===== config.mk =====
export PLATFORM = sky130hd
export DESIGN_NAME = rf_wb_arbiter
export DESIGN_NICKNAME = d
export VERILOG_FILES = /design/src/rtl/rf_wb_arbiter.sv
export SDC_FILE = /design/constraint.sdc
export NUM_CORES = 1
export LEC_CHECK = 0
export ABC_AREA = 1
export CAP_MARGIN = 20
export CORE_MARGIN = 8
export CORE_UTILIZATION = 53
export DETAILED_ROUTE_END_ITERATION = 6
export PLACE_DENSITY = 0.91
export SLEW_MARGIN = 5
export SYNTH_ARGS = -nofsm -noshare
export SYNTH_HDL_FRONTEND = slang
export SYNTH_SLANG_ARGS = --single-unit

===== constraint.sdc =====
create_clock -name clk -period 7.7 [get_ports clk]
set_clock_uncertainty 0.1 [all_clocks]
set_input_delay 2.31 -clock clk [delete_from_list [all_inputs] [get_ports clk]]
set_output_delay 2.31 -clock clk [all_outputs]
set_load 0.005 [all_outputs]

===== src/rtl/rf_wb_arbiter.sv =====
// -----------------------------------------------------------------------------
// rf_wb_arbiter
//
// Purpose:
//   Shares the single register-file write port (we / A3 / WD3) between the
//   pipeline WB stage and a multi-cycle result source (mul/div, late loads).
//   WB has fixed priority and zero latency. Multi-cycle results are queued in
//   a small FIFO and drained into write slots that WB leaves idle. A wait
//   counter on the queue head forces a one-cycle WB stall so that queued
//   results cannot starve behind a continuously writing pipeline.
//
//   A WB write squashes (marks dead) every queued entry with the same
//   destination, because queued results are always older than the WB
//   instruction. Dead entries still occupy a drain slot but do not write.
//
// Parameters:
//   DEPTH     queue entries, power of 2, >= 2
//   MAX_WAIT  cycles a non-empty queue head may wait before wb_stall, >= 1
//
// Ports:
//   clk       in   clock, all state updates on posedge
//   rst       in   asynchronous active-high reset
//   wb_we     in   WB stage write request
//   wb_addr   in   WB destination register (5)
//   wb_data   in   WB write data (32)
//   mc_valid  in   multi-cycle result valid
//   mc_ready  out  queue can accept (= !full, not pop-aware)
//   mc_addr   in   multi-cycle destination register (5)
//   mc_data   in   multi-cycle write data (32)
//   wb_stall  out  pipeline must hold its WB instruction this cycle
//   rf_we     out  register-file write enable
//   rf_wa     out  register-file write address (5)
//   rf_wd     out  register-file write data (32)
//   fifo_cnt  out  number of queued entries
//   pending   out  (only with RF_WB_SCOREBOARD_EN) bit r set iff a live queued
//                  entry targets register r; registered
//
// Configuration macro:
//   RF_WB_SCOREBOARD_EN  adds the pending[31:0] scoreboard output.
// -----------------------------------------------------------------------------
module rf_wb_arbiter #(
  parameter int DEPTH    = 2,
  parameter int MAX_WAIT = 4
) (
  input  logic                       clk,
  input  logic                       rst,
  input  logic                       wb_we,
  input  logic [4:0]                 wb_addr,
  input  logic [31:0]                wb_data,
  input  logic                       mc_valid,
  output logic                       mc_ready,
  input  logic [4:0]                 mc_addr,
  input  logic [31:0]                mc_data,
  output logic                       wb_stall,
  output logic                       rf_we,
  output logic [4:0]                 rf_wa,
  output logic [31:0]                rf_wd,
  output logic [$clog2(DEPTH+1)-1:0] fifo_cnt
`ifdef RF_WB_SCOREBOARD_EN
  ,
  output logic [31:0]                pending
`endif
);

  localparam int PW = $clog2(DEPTH);
  localparam int CW = $clog2(DEPTH + 1);
  localparam int WW = $clog2(MAX_WAIT + 1);
  localparam logic [CW-1:0] CNT_FULL = CW'(DEPTH);
  localparam logic [WW-1:0] WAIT_SAT = WW'(MAX_WAIT);

  // Queue storage
  logic [DEPTH-1:0] r_live;
  logic [4:0]       r_addr [DEPTH];
  logic [31:0]      r_data [DEPTH];
  logic [PW-1:0]    r_wr_ptr;
  logic [PW-1:0]    r_rd_ptr;
  logic [CW-1:0]    r_cnt;
  logic [WW-1:0]    r_wait;

  logic             w_empty;
  logic             w_full;
  logic             w_stall;
  logic             w_wb_eff;
  logic             w_push;
  logic             w_pop;
  logic             w_new_live;
  logic             w_head_live;
  logic [4:0]       w_head_addr;
  logic [31:0]      w_head_data;
  logic [DEPTH-1:0] w_push_sel;
  logic [DEPTH-1:0] w_pop_sel;
  logic [DEPTH-1:0] w_squash;
  logic [DEPTH-1:0] w_live_next;

  assign w_empty  = (r_cnt == '0);
  assign w_full   = (r_cnt == CNT_FULL);
  assign w_stall  = (r_wait == WAIT_SAT);
  assign w_wb_eff = wb_we && (wb_addr != 5'd0) && !w_stall;

  // r0 results are accepted (handshake completes) but never stored
  assign w_push   = mc_valid && !w_full && (mc_addr != 5'd0);
  // Head drains only in slots WB does not use (including forced stall slots)
  assign w_pop    = !w_wb_eff && !w_empty;
  // An entry enqueued alongside a WB write to the same register is born dead
  assign w_new_live = !(w_wb_eff && (mc_addr == wb_addr));

  assign w_head_live = r_live[r_rd_ptr];
  assign w_head_addr = r_addr[r_rd_ptr];
  assign w_head_data = r_data[r_rd_ptr];

  assign mc_ready = !w_full;
  assign wb_stall = w_stall;
  assign fifo_cnt = r_cnt;

  // Per-entry select, squash and next-live terms. Push and pop never hit the
  // same slot (push needs !full, pop needs !empty), and pop and squash are
  // mutually exclusive because pop requires !wb_eff.
  for (genvar gi = 0; gi < DEPTH; gi++) begin : g_entry
    assign w_push_sel[gi]  = w_push && (r_wr_ptr == PW'(gi));
    assign w_pop_sel[gi]   = w_pop  && (r_rd_ptr == PW'(gi));
    assign w_squash[gi]    = w_wb_eff && (r_addr[gi] == wb_addr);
    assign w_live_next[gi] = w_push_sel[gi] ? w_new_live :
                             (w_pop_sel[gi] || w_squash[gi]) ? 1'b0 : r_live[gi];
  end

  always_ff @(posedge clk or posedge rst) begin
    if (rst) begin
      r_live <= '0;
      for (int i = 0; i < DEPTH; i++) begin
        r_addr[i] <= 5'd0;
        r_data[i] <= 32'd0;
      end
    end else begin
      r_live <= w_live_next;
      for (int i = 0; i < DEPTH; i++) begin
        if (w_push_sel[i]) begin
          r_addr[i] <= mc_addr;
          r_data[i] <= mc_data;
        end
      end
    end
  end

  always_ff @(posedge clk or posedge rst) begin
    if (rst) begin
      r_wr_ptr <= '0;
      r_rd_ptr <= '0;
      r_cnt    <= '0;
      r_wait   <= '0;
    end else begin
      if (w_push) r_wr_ptr <= r_wr_ptr + 1'b1;
      if (w_pop)  r_rd_ptr <= r_rd_ptr + 1'b1;
      case ({w_push, w_pop})
        2'b10:   r_cnt <= r_cnt + 1'b1;
        2'b01:   r_cnt <= r_cnt - 1'b1;
        default: r_cnt <= r_cnt;
      endcase
      // Head age: restarts whenever the head changes or there is no head
      if (w_pop || w_empty) begin
        r_wait <= '0;
      end else if (r_wait != WAIT_SAT) begin
        r_wait <= r_wait + 1'b1;
      end
    end
  end

  // Write-port mux. Reset forces the port quiet even if WB is requesting.
  always_comb begin
    rf_we = 1'b0;
    rf_wa = 5'd0;
    rf_wd = 32'd0;
    if (!rst) begin
      if (w_wb_eff) begin
        rf_we = 1'b1;
        rf_wa = wb_addr;
        rf_wd = wb_data;
      end else if (!w_empty) begin
        rf_we = w_head_live;
        rf_wa = w_head_addr;
        rf_wd = w_head_data;
      end
    end
  end

`ifdef RF_WB_SCOREBOARD_EN
  logic [31:0] r_pending;
  logic [31:0] w_pending_next;

  // Built from the next-state queue so the scoreboard moves on the same edge
  always_comb begin
    w_pending_next = 32'd0;
    for (int i = 0; i < DEPTH; i++) begin
      if (w_live_next[i]) begin
        w_pending_next[w_push_sel[i] ? mc_addr : r_addr[i]] = 1'b1;
      end
    end
    w_pending_next[0] = 1'b0;
  end

  always_ff @(posedge clk or posedge rst) begin
    if (rst) begin
      r_pending <= 32'd0;
    end else begin
      r_pending <= w_pending_next;
    end
  end

  assign pending = r_pending;
`endif

endmodule


# [After elaboration in Yosys (flattened, before gate mapping)]
# Index checks and enable logic that the tools add are counted.
[totals] register_bits=83 out_inout_bits=42 word_cells=79
[classes] n_addsub=5 order_cmp=2 n_eq_ne=8 muxes=24 n_bitwise=3 n_reduce_logical=27
[ops] cell="$mux 32" count=6
[ops] cell="$mux 5" count=6
[ops] cell="$eq 5x5->1" count=3
[ops] cell="$logic_and 1x1->1" count=12
[ops] cell="$reduce_bool 5->1" count=2
[ops] cell="$mux 1" count=9
[ops] cell="$reduce_bool 2->1" count=4
[ops] cell="$mux 3" count=2
[ops] cell="$logic_not 1->1" count=5
[ops] cell="$eq 2x2->1 const B" count=2
[ops] cell="$pmux 2 s2" count=1
[ops] cell="$add 3x1->3 const B" count=1
[ops] cell="$eq 3x3->1 const B" count=1
[ops] cell="$logic_or 1x1->1" count=3
[ops] cell="$ne 3x3->1 const B" count=1
[ops] cell="$add 1x1->1 const B" count=2
[ops] cell="$add 2x1->2 const B" count=1
[ops] cell="$eq 2x1->1 const B" count=1
[ops] cell="$ge 2x2->1 const B" count=1
[ops] cell="$logic_not 2->1" count=1
[ops] cell="$lt 1x2->1 const B" count=1
[ops] cell="$not 1->1" count=2
[ops] cell="$not 1->2" count=1
[ops] cell="$sub 2x1->2 const B" count=1

# [Longest topological paths before layout]
# Gate-level depths: netlist of run 1.
[depth] depth_word=9 ltp_mapped=11 mapped_depth_nobuf=11

# [Worst setup path after synthesis of run 1]
# No wires, ideal clock.
[synth_path] kind="input-to-output" from="input port wb_addr[3]" to="output port rf_wa[0]" arrival_time_ps=3148 path_slack_ps=2142 cell_stages=9 path_buffers=3 path_cell_list="clkbuf_2 inv_1 nand3_2 nand2_4 inv_2 buf_6 buf_6 nand2_1 a21oi_1"
[synth_between] elab_chain_cells=5
[synth_rtl] element="start: declaration" line="48" rtl="input logic [4:0] wb_addr,"
[synth_rtl] element="$reduce_bool 5->1" line="98" rtl="assign w_wb_eff = wb_we && (wb_addr != 5'd0) && !w_stall;"
[synth_rtl] element="$logic_and 1x1->1 (2 in a row)" line="98"
[synth_rtl] element="$mux 5" line="173" rtl="if (w_wb_eff) begin"
[synth_rtl] element="$mux 5" line="172" rtl="if (!rst) begin"
[synth_rtl] element="end: declaration" line="56" rtl="output logic [4:0] rf_wa,"
# Every way passes these cells.

# [Worst setup path after layout of run 1]
[layout_path] from="input port wb_addr[4]" to="output port rf_wd[24]"
[layout_between] elab_chain_cells=5
[layout_rtl] element="$reduce_bool 5->1" line="98"
[layout_rtl] element="$logic_and 1x1->1 (2 in a row)" line="98"
[layout_rtl] element="$mux 32" line="173"
[layout_rtl] element="$mux 32" line="172"
[layout_rtl] element="end: declaration" line="57" rtl="output logic [31:0] rf_wd,"
# Every way passes these cells.

==> results of run 1 <==
-- cell usage after synthesis (2+ instances only) --
| cell type | count | area share [%] |
|---|---|---|
| sky130_fd_sc_hd__inv_2 | 4 | 0.33 |
| sky130_fd_sc_hd__xor2_1 | 9 | 1.7 |
| sky130_fd_sc_hd__nand2_1 | 252 | 21 |
| sky130_fd_sc_hd__a21oi_1 | 38 | 4.1 |
| sky130_fd_sc_hd__xnor2_1 | 4 | 0.76 |
| sky130_fd_sc_hd__buf_6 | 8 | 2.0 |
| sky130_fd_sc_hd__inv_1 | 56 | 4.6 |
| sky130_fd_sc_hd__dfrtp_1 | 83 | 45 |
| sky130_fd_sc_hd__buf_4 | 6 | 0.98 |
| sky130_fd_sc_hd__buf_2 | 17 | 1.9 |
| sky130_fd_sc_hd__clkbuf_1 | 9 | 0.73 |
| sky130_fd_sc_hd__nand3_2 | 2 | 0.44 |
| sky130_fd_sc_hd__nor2_1 | 18 | 1.5 |
| sky130_fd_sc_hd__o21ai_1 | 11 | 1.2 |
| sky130_fd_sc_hd__ha_1 | 2 | 0.54 |
| sky130_fd_sc_hd__o21ai_0 | 68 | 7.4 |
| sky130_fd_sc_hd__nand3_1 | 48 | 5.2 |
-- cell usage in the layout (no fill, tap or decap), types with 2 or more instances in the layout --
cell                                n
sky130_fd_sc_hd__buf_4              5
sky130_fd_sc_hd__a21oi_1           38
sky130_fd_sc_hd__inv_1             55
sky130_fd_sc_hd__o21ai_0           68
sky130_fd_sc_hd__xor2_1             9
sky130_fd_sc_hd__nor2_1            18
sky130_fd_sc_hd__ha_1               2
sky130_fd_sc_hd__clkbuf_8          11
sky130_fd_sc_hd__o21ai_1           11
sky130_fd_sc_hd__dfrtp_1           82
sky130_fd_sc_hd__xnor2_1            4
sky130_fd_sc_hd__inv_2              4
sky130_fd_sc_hd__nand2_1          252
sky130_fd_sc_hd__clkdlybuf4s50_1  119
sky130_fd_sc_hd__clkinv_2           3
sky130_fd_sc_hd__nand3_2            2
sky130_fd_sc_hd__nand3_1           48
-- cell families (layout without fill, tap and decap cells) --
logic type               after synthesis  after routing  share of synthesized area [%]
AND/OR/NAND/NOR                      322            322                           28.2
AO/OA/AOI/OAI                        118            118                           12.9
buffers and inverters                102            202                           10.7
flip-flops                            83             83                           45.2
XOR/XNOR                              13             13                           2.48
adder cells (fa/ha/maj)                2              2                          0.544
-- through the flow --
step	total power [W]	instance area, µm²
global placement	0.00156	5700
detailed placement	0.00161	5700
finish	0.00195	5930
floorplan	0.00134	4600
global route	0.00211	5930
CTS	0.00193	5910
-- layout make-up --
cell class,instances,area share (%)
clock buffer,12,2.62
clock inverter,4,0.823
inverter,61,3.93
multi-input combinational,455,34.2
sequential,83,35.1
tap,108,2.28
timing repair buffer,125,21.1
-- power by group through the flow --
stage | sequential (W) | combinational, W | clock, W
2_1_floorplan | 0.000724 | 0.000618 | 0
3_3_place_gp | 0.000785 | 0.000777 | 0
3_5_place_dp | 0.000795 | 0.000814 | 0
4_1_cts | 0.000787 | 0.000825 | 0.000322
5_1_grt | 0.000781 | 0.000990 | 0.000340
6_report | 0.000757 | 0.000873 | 0.000318
-- registers in the layout, summed over array words and instances, names as in the netlist --
register,flops
fifo_cnt,2
r_wr_ptr,1
r_rd_ptr,1
r_wait,3
r_addr,10
r_data,64
r_live,2
-- layer usage --
metal / up-vias / track usage [%] / part of all wire [%]
met1: 2115 / 28.6 / 41
met4: 0 / 8.80 / 2.4
li1: 2192 / - / -
met3: 30 / 4.31 / 7.2
met5: - / 0 / 0
met2: 188 / 37.0 / 50
-- worst paths after layout --
| check | to | from | cells after the start |
|---|---|---|---|
| max in group asynchronous | r_data[39]$_DFFE_PP0P_ | rst | 4 |
| max | rf_wd[24] | wb_addr[4] | 8 |
| min reg2reg | r_wait[0]$_DFFE_PP0P_ | r_wait[0]$_DFFE_PP0P_ | 1 |
| min in group asynchronous | r_live[1]$_DFFE_PP0P_ | rst | 3 |
| max reg2reg | r_live[0]$_DFFE_PP0P_ | r_wait[0]$_DFFE_PP0P_ | 10 |
| min | r_wait[0]$_DFFE_PP0P_ | r_wait[0]$_DFFE_PP0P_ | 1 |
==> results by group, run 1 <==
Min path
  – Hold/Removal Path Class: reg2reg

Power
  – Clk pwr share: 16.3%
  – Power share of the combinational group: 44.8%
  – Internal Power: 0.00116 W
  – Switching share of total power: 40.4%
  – Flop pwr share: 38.8%
  – Standby leakage power: 2.80 nW
  – Sw power: 0.000788 W
  – Worst ir drop on vdd: 0.000149 V
  – PwrDens: 329 mW/mm²

Yosys
  – Yosys warns: 0
  – Synthesized instance count: 640
  – Number of synthesized flops with an enable pin: 0
  – FFs w/ async S/R, synth: 100%
  – Number of different library cells in the post-synthesis netlist: 22
  – Post-Syn Nets: 720
  – Fraction of the yosys area taken by sequential cells: 45.2%
  – Netlist area before placement: 0.00460 mm²
  – Most frequently used flop master after synthesis: sky130_fd_sc_hd__dfrtp_1
  – Number of synthesized register bits: 83
  – Post-Syn Area per Cell: 7.18 µm²

Setup path
  – Setup slack on the worst flop-to-flop path: 5.39 ns
  – Cell mode on critical path: sky130_fd_sc_hd__clkdlybuf4s50_1
  – WP buf/inv: 3
  – Slowest stage cell, crit path: sky130_fd_sc_hd__clkdlybuf4s50_1
  – Required time of the critical path: 5.29 ns
  – Crit path max-delay family: buffers and inverters
  – Kind of end point of the critical path: primary output
  – Worst setup path class: in2out
  – Arrival time of the worst setup path: 4.76 ns
  – Cells traversed along the worst timing path: clkdlybuf4s50_1 > nor2_1 > nand3_2 > nand2_4 > inv_2 > nand2_1 > a21oi_1 > clkdlybuf4s50_1
  – Worst-path fanout max: 38
  – Slowest stage delay, CP: 0.62 ns
  – Kind of start point of the critical path: input pin

Global route
  – Antenna violations before repair: 0
  – All-layer global routing usage: 22.5%
  – Maximum number of pins on one net before global-route repair: 79
  – Via count of the first global-routing pass: 4454
  – First-pass GRT wire length: 21500 µm
  – Remaining global-route overflow: 0

Detailed routing
  – Count of unresolved DRC violations after routing: 0
  – Antenna Nets Post-Route: 0
  – Number of detailed-routing iterations run before antenna repair: 5
  – Average vias per placed instance: 5.34
  – Total routed wirelength: 13100 µm
  – Starting DRT DRC Count: 288
  – Per-cell routed wire length: 15.4 µm
  – Via count: 4525

Status
  – Result of the run: completed

CTS
  – Buffer count from post-CTS setup fixing: 0
  – Cells resized by post-CTS repair: 0
  – Cts-stage hold buffer count: 0
  – Buffer cell driving the clock tree root: sky130_fd_sc_hd__clkbuf_8
  – Clock-pin slew on the worst setup and hold paths: 0.07 ns
  – TritonCTS clock tree: done
  – Clock buffers created by TritonCTS: 9
  – Clk sink count: 83
  – Clock latency at the later pin of the worst-skew pair: 0.35 ns
  – H-Tree Depth: 3
  – Worst-case clock buffer depth: 2

STA
  – Crit share post-route: 93.2%
  – Transition at the pin with the smallest max-transition slack: 0.760 ns
  – Final critical delay including setup and external delays: 7.17 ns
  – Hold slack final: 0.375 ns
  – Count of endpoints failing setup in the final report: 0
  – Unrepaired setup endpoints after global routing: no
  – Maximum clock frequency: 0.139 GHz
  – Slew Limit Headroom: 49.2%
  – Smallest setup slack after layout: 0.525 ns
  – Setup tns final: 0 ns
  – Max Slew Vio Count: 0
  – Number of hold violations in the final report: 0

Place
  – Weighted congestion at the end of routability-driven global placement: 0.884
  – Post-placement cell count: 831
  – Dpl hpwl: 8700 µm
  – I/O Buffers: 119
  – Pre-CTS WS: 0.561 ns

Floorplanning
  – Total Die Area: 0.0119 mm²
  – Initial core utilization: 53.8%
  – Top-level I/O count: 120
  – Width of the die: 109 µm
  – Floorplan Core Area: 0.00855 mm²
  – Number of cell rows: 34
  – Vertical die dimension: 109 µm

Job
  – # Max-Cap Violations: 0

Layout
  – FF+latch area: 0.00208 mm²
  – Ant diodes: 0
  – Fraction of layout cells with a size suffix above 1: 4.46%
  – Filler cell count in the final layout: 675
  – Fin nets: 815
  – Filler-free cell count of the finished design: 848
  – Util after Layout: 69.3%
  – Area of the multi-input gates: 0.00203 mm²
  – Area Growth Syn to Fin: 29.0%
Power figures use the tool's default switching activity.
==> run 2, diff against run 1 <==
--- a/config.mk
+++ b/config.mk
@@ -6,12 +6,13 @@
 export NUM_CORES = 1
 export LEC_CHECK = 0
 export ABC_AREA = 1
+export ABC_CLOCK_PERIOD_IN_PS = 7700
 export CAP_MARGIN = 20
 export CORE_MARGIN = 8
 export CORE_UTILIZATION = 53
+export CTS_BUF_LIST = sky130_fd_sc_hd__clkbuf_8 sky130_fd_sc_hd__clkbuf_16
 export DETAILED_ROUTE_END_ITERATION = 6
 export PLACE_DENSITY = 0.91
-export SLEW_MARGIN = 5
 export SYNTH_ARGS = -nofsm -noshare
 export SYNTH_HDL_FRONTEND = slang
 export SYNTH_SLANG_ARGS = --single-unit
==> results by group, run 2 (synthesis results as in run 1) <==
Status
  – Result of the run: completed

Detailed routing
  – Number of detailed-routing iterations run before antenna repair: 6
  – Average vias per placed instance: 5.36
  – Count of unresolved DRC violations after routing: 0
  – Via count: 4545
  – Starting DRT DRC Count: 289
  – Total routed wirelength: 13100 µm
  – Per-cell routed wire length: 15.4 µm
  – Antenna Nets Post-Route: 0

Setup path
  – Crit path max-delay family: buffers and inverters
  – Kind of start point of the critical path: input pin
  – Arrival time of the worst setup path: 4.76 ns
  – Required time of the critical path: 5.29 ns
  – Slowest stage delay, CP: 0.62 ns
  – Worst setup path class: in2out
  – Setup slack on the worst flop-to-flop path: 5.39 ns
  – Cells traversed along the worst timing path: clkdlybuf4s50_1 > nor2_1 > nand3_2 > nand2_4 > inv_2 > nand2_1 > a21oi_1 > clkdlybuf4s50_1
  – Slowest stage cell, crit path: sky130_fd_sc_hd__clkdlybuf4s50_1
  – Kind of end point of the critical path: primary output
  – Worst-path fanout max: 38
  – Crit Reg-Reg Endpoint: r_live[0]$_DFFE_PP0P_
  – Launch point of the worst reg-to-reg path: r_wait[0]$_DFFE_PP0P_
  – WP buf/inv: 3
  – Cell count of the worst reg-to-reg path: 10
  – Cell mode on critical path: sky130_fd_sc_hd__clkdlybuf4s50_1

STA
  – Maximum clock frequency: 0.139 GHz
  – Count of endpoints failing setup in the final report: 0
  – Max Slew Vio Count: 0
  – Transition at the pin with the smallest max-transition slack: 0.771 ns
  – Crit share post-route: 93.2%
  – Number of hold violations in the final report: 0
  – Slew Limit Headroom: 48.5%
  – Unrepaired setup endpoints after global routing: no
  – Setup tns final: 0 ns
  – Hold slack final: 0.378 ns
  – Final critical delay including setup and external delays: 7.17 ns

Layout
  – Leading cell type in the layout, fill and taps excluded: sky130_fd_sc_hd__nand2_1
  – Commonest non-fill, non-tap cells in the layout: sky130_fd_sc_hd__nand2_1, sky130_fd_sc_hd__clkdlybuf4s50_1, sky130_fd_sc_hd__dfrtp_1, sky130_fd_sc_hd__o21ai_0, sky130_fd_sc_hd__inv_1
  – Fraction of layout cells with a size suffix above 1: 4.46%
  – Filler cell count in the final layout: 675
  – Max reg flops: 64
  – Fin nets: 815
  – Top reg by flops: r_data
  – Ant diodes: 0
  – Layout Cell Area excl Fill: 0.00593 mm²
  – Top Registers: r_data: 64 flops, r_addr: 10 flops, r_wait: 3 flops
  – Area Growth Syn to Fin: 29.0%

Floorplanning
  – Initial core utilization: 53.8%
  – Vertical die dimension: 109 µm
  – Top-level I/O count: 120
  – Floorplan Core Area: 0.00855 mm²
  – Width of the die: 109 µm
  – Total Die Area: 0.0119 mm²
  – Number of cell rows: 34

CTS
  – Clk sink count: 83
  – Clock latency at the later pin of the worst-skew pair: 0.35 ns
  – TritonCTS clock tree: done
  – Worst-case clock buffer depth: 2
  – Cts-stage hold buffer count: 0
  – Clock-pin slew on the worst setup and hold paths: 0.07 ns
  – Cells resized by post-CTS repair: 0
  – Buffer cell driving the clock tree root: sky130_fd_sc_hd__clkbuf_8
  – Clock buffers created by TritonCTS: 9
  – Buffer count from post-CTS setup fixing: 0
  – H-Tree Depth: 3

Min path
  – Hold Crit Depth: 1
  – Source of the worst hold timing path: r_wait[0]$_DFFE_PP0P_
  – Hold/Removal Path Class: reg2reg
  – WHS Endpoint: r_wait[0]$_DFFE_PP0P_

Place
  – Post-detailed-placement cell area: 0.00570 mm²
  – I/O Buffers: 119
  – Weighted congestion at the end of routability-driven global placement: 0.884
  – Dpl hpwl: 8700 µm

Global route
  – Via count of the first global-routing pass: 4454
  – Antenna violations before repair: 0
  – Maximum number of pins on one net before global-route repair: 79
  – Remaining global-route overflow: 0
  – All-layer global routing usage: 22.5%
  – First-pass GRT wire length: 21500 µm

Job
  – # Max-Cap Violations: 0

Power
  – PwrDens: 329 mW/mm²
  – Worst ir drop on vdd: 0.000149 V
  – Standby leakage power: 2.81 nW
## run 2: cell types whose count changed in the layout (fill, tap and decap cells not counted), sizes merged
| cell | delta |
|---|---|
| clkbuf | -1 |
| inv | +1 |
## run 2: worst max-delay path by stage
stage | end | slack [ns] | cells after the start | from
floorplan | rf_wa[0] | 2.14 | 9 | wb_addr[3]
CTS | rf_wd[24] | 0.54 | 8 | wb_addr[4]
finish | rf_wd[24] | 0.53 | 8 | wb_addr[4]
global placement | rf_wd[24] | 0.59 | 8 | wb_addr[2]
detailed placement | rf_wd[24] | 0.56 | 8 | wb_addr[4]
global route | rf_wd[24] | 0.41 | 8 | wb_addr[1]
## run 2: per-stage QoR
step / power (W) / std cells / setup WS [ns] / util (%)
final: 0.00195 / 848 / 0.526 / 69.3
after global routing: 0.00211 / 848 / 0.406 / 69.3
after CTS: 0.00193 / 847 / 0.540 / 69.1
after detailed placement: 0.00161 / 831 / 0.561 / 66.7
after global placement: 0.00156 / 831 / 0.587 / 66.7
after floorplan: 0.00134 / 640 / 2.14 / -
## run 2: area by class of cell
class | instances | area (µm²) | share of cell area, %
flip-flops and latches | 83 | 2080 | 35.1
multi-input cells | 455 | 2030 | 34.2
repair buffers | 125 | 1250 | 21.1
inverters | 61 | 233 | 3.93
clock buffers | 11 | 151 | 2.55
well taps | 108 | 135 | 2.28
clock inverters | 5 | 52.6 | 0.886
## run 2: where the power goes
part / internal, W / total [W] / switching (W)
Combinational: 0.000352 / 0.000874 / 0.000522
Sequential: 0.000641 / 0.000758 / 0.000117
Clock: 0.000166 / 0.000318 / 0.000152
## run 2: metal layers
| layer | global-route usage, % | vias up | routed length [µm] | share of wire [%] |
|---|---|---|---|---|
| met5 | 0 | - | 0 | 0 |
| met4 | 8.80 | 0 | 312 | 2.4 |
| met3 | 4.31 | 25 | 996 | 7.6 |
| met2 | 37.0 | 206 | 6480 | 49 |
| met1 | 28.6 | 2119 | 5310 | 41 |
| li1 | - | 2195 | - | - |
## run 2: worst register-to-register path: cells and delay by family, from the launching register on
family        cells  cell delay, ns
flops             1            0.38
fa+ha+maj         1            0.20
buf+inv           3            0.69
simple gates      6            0.86
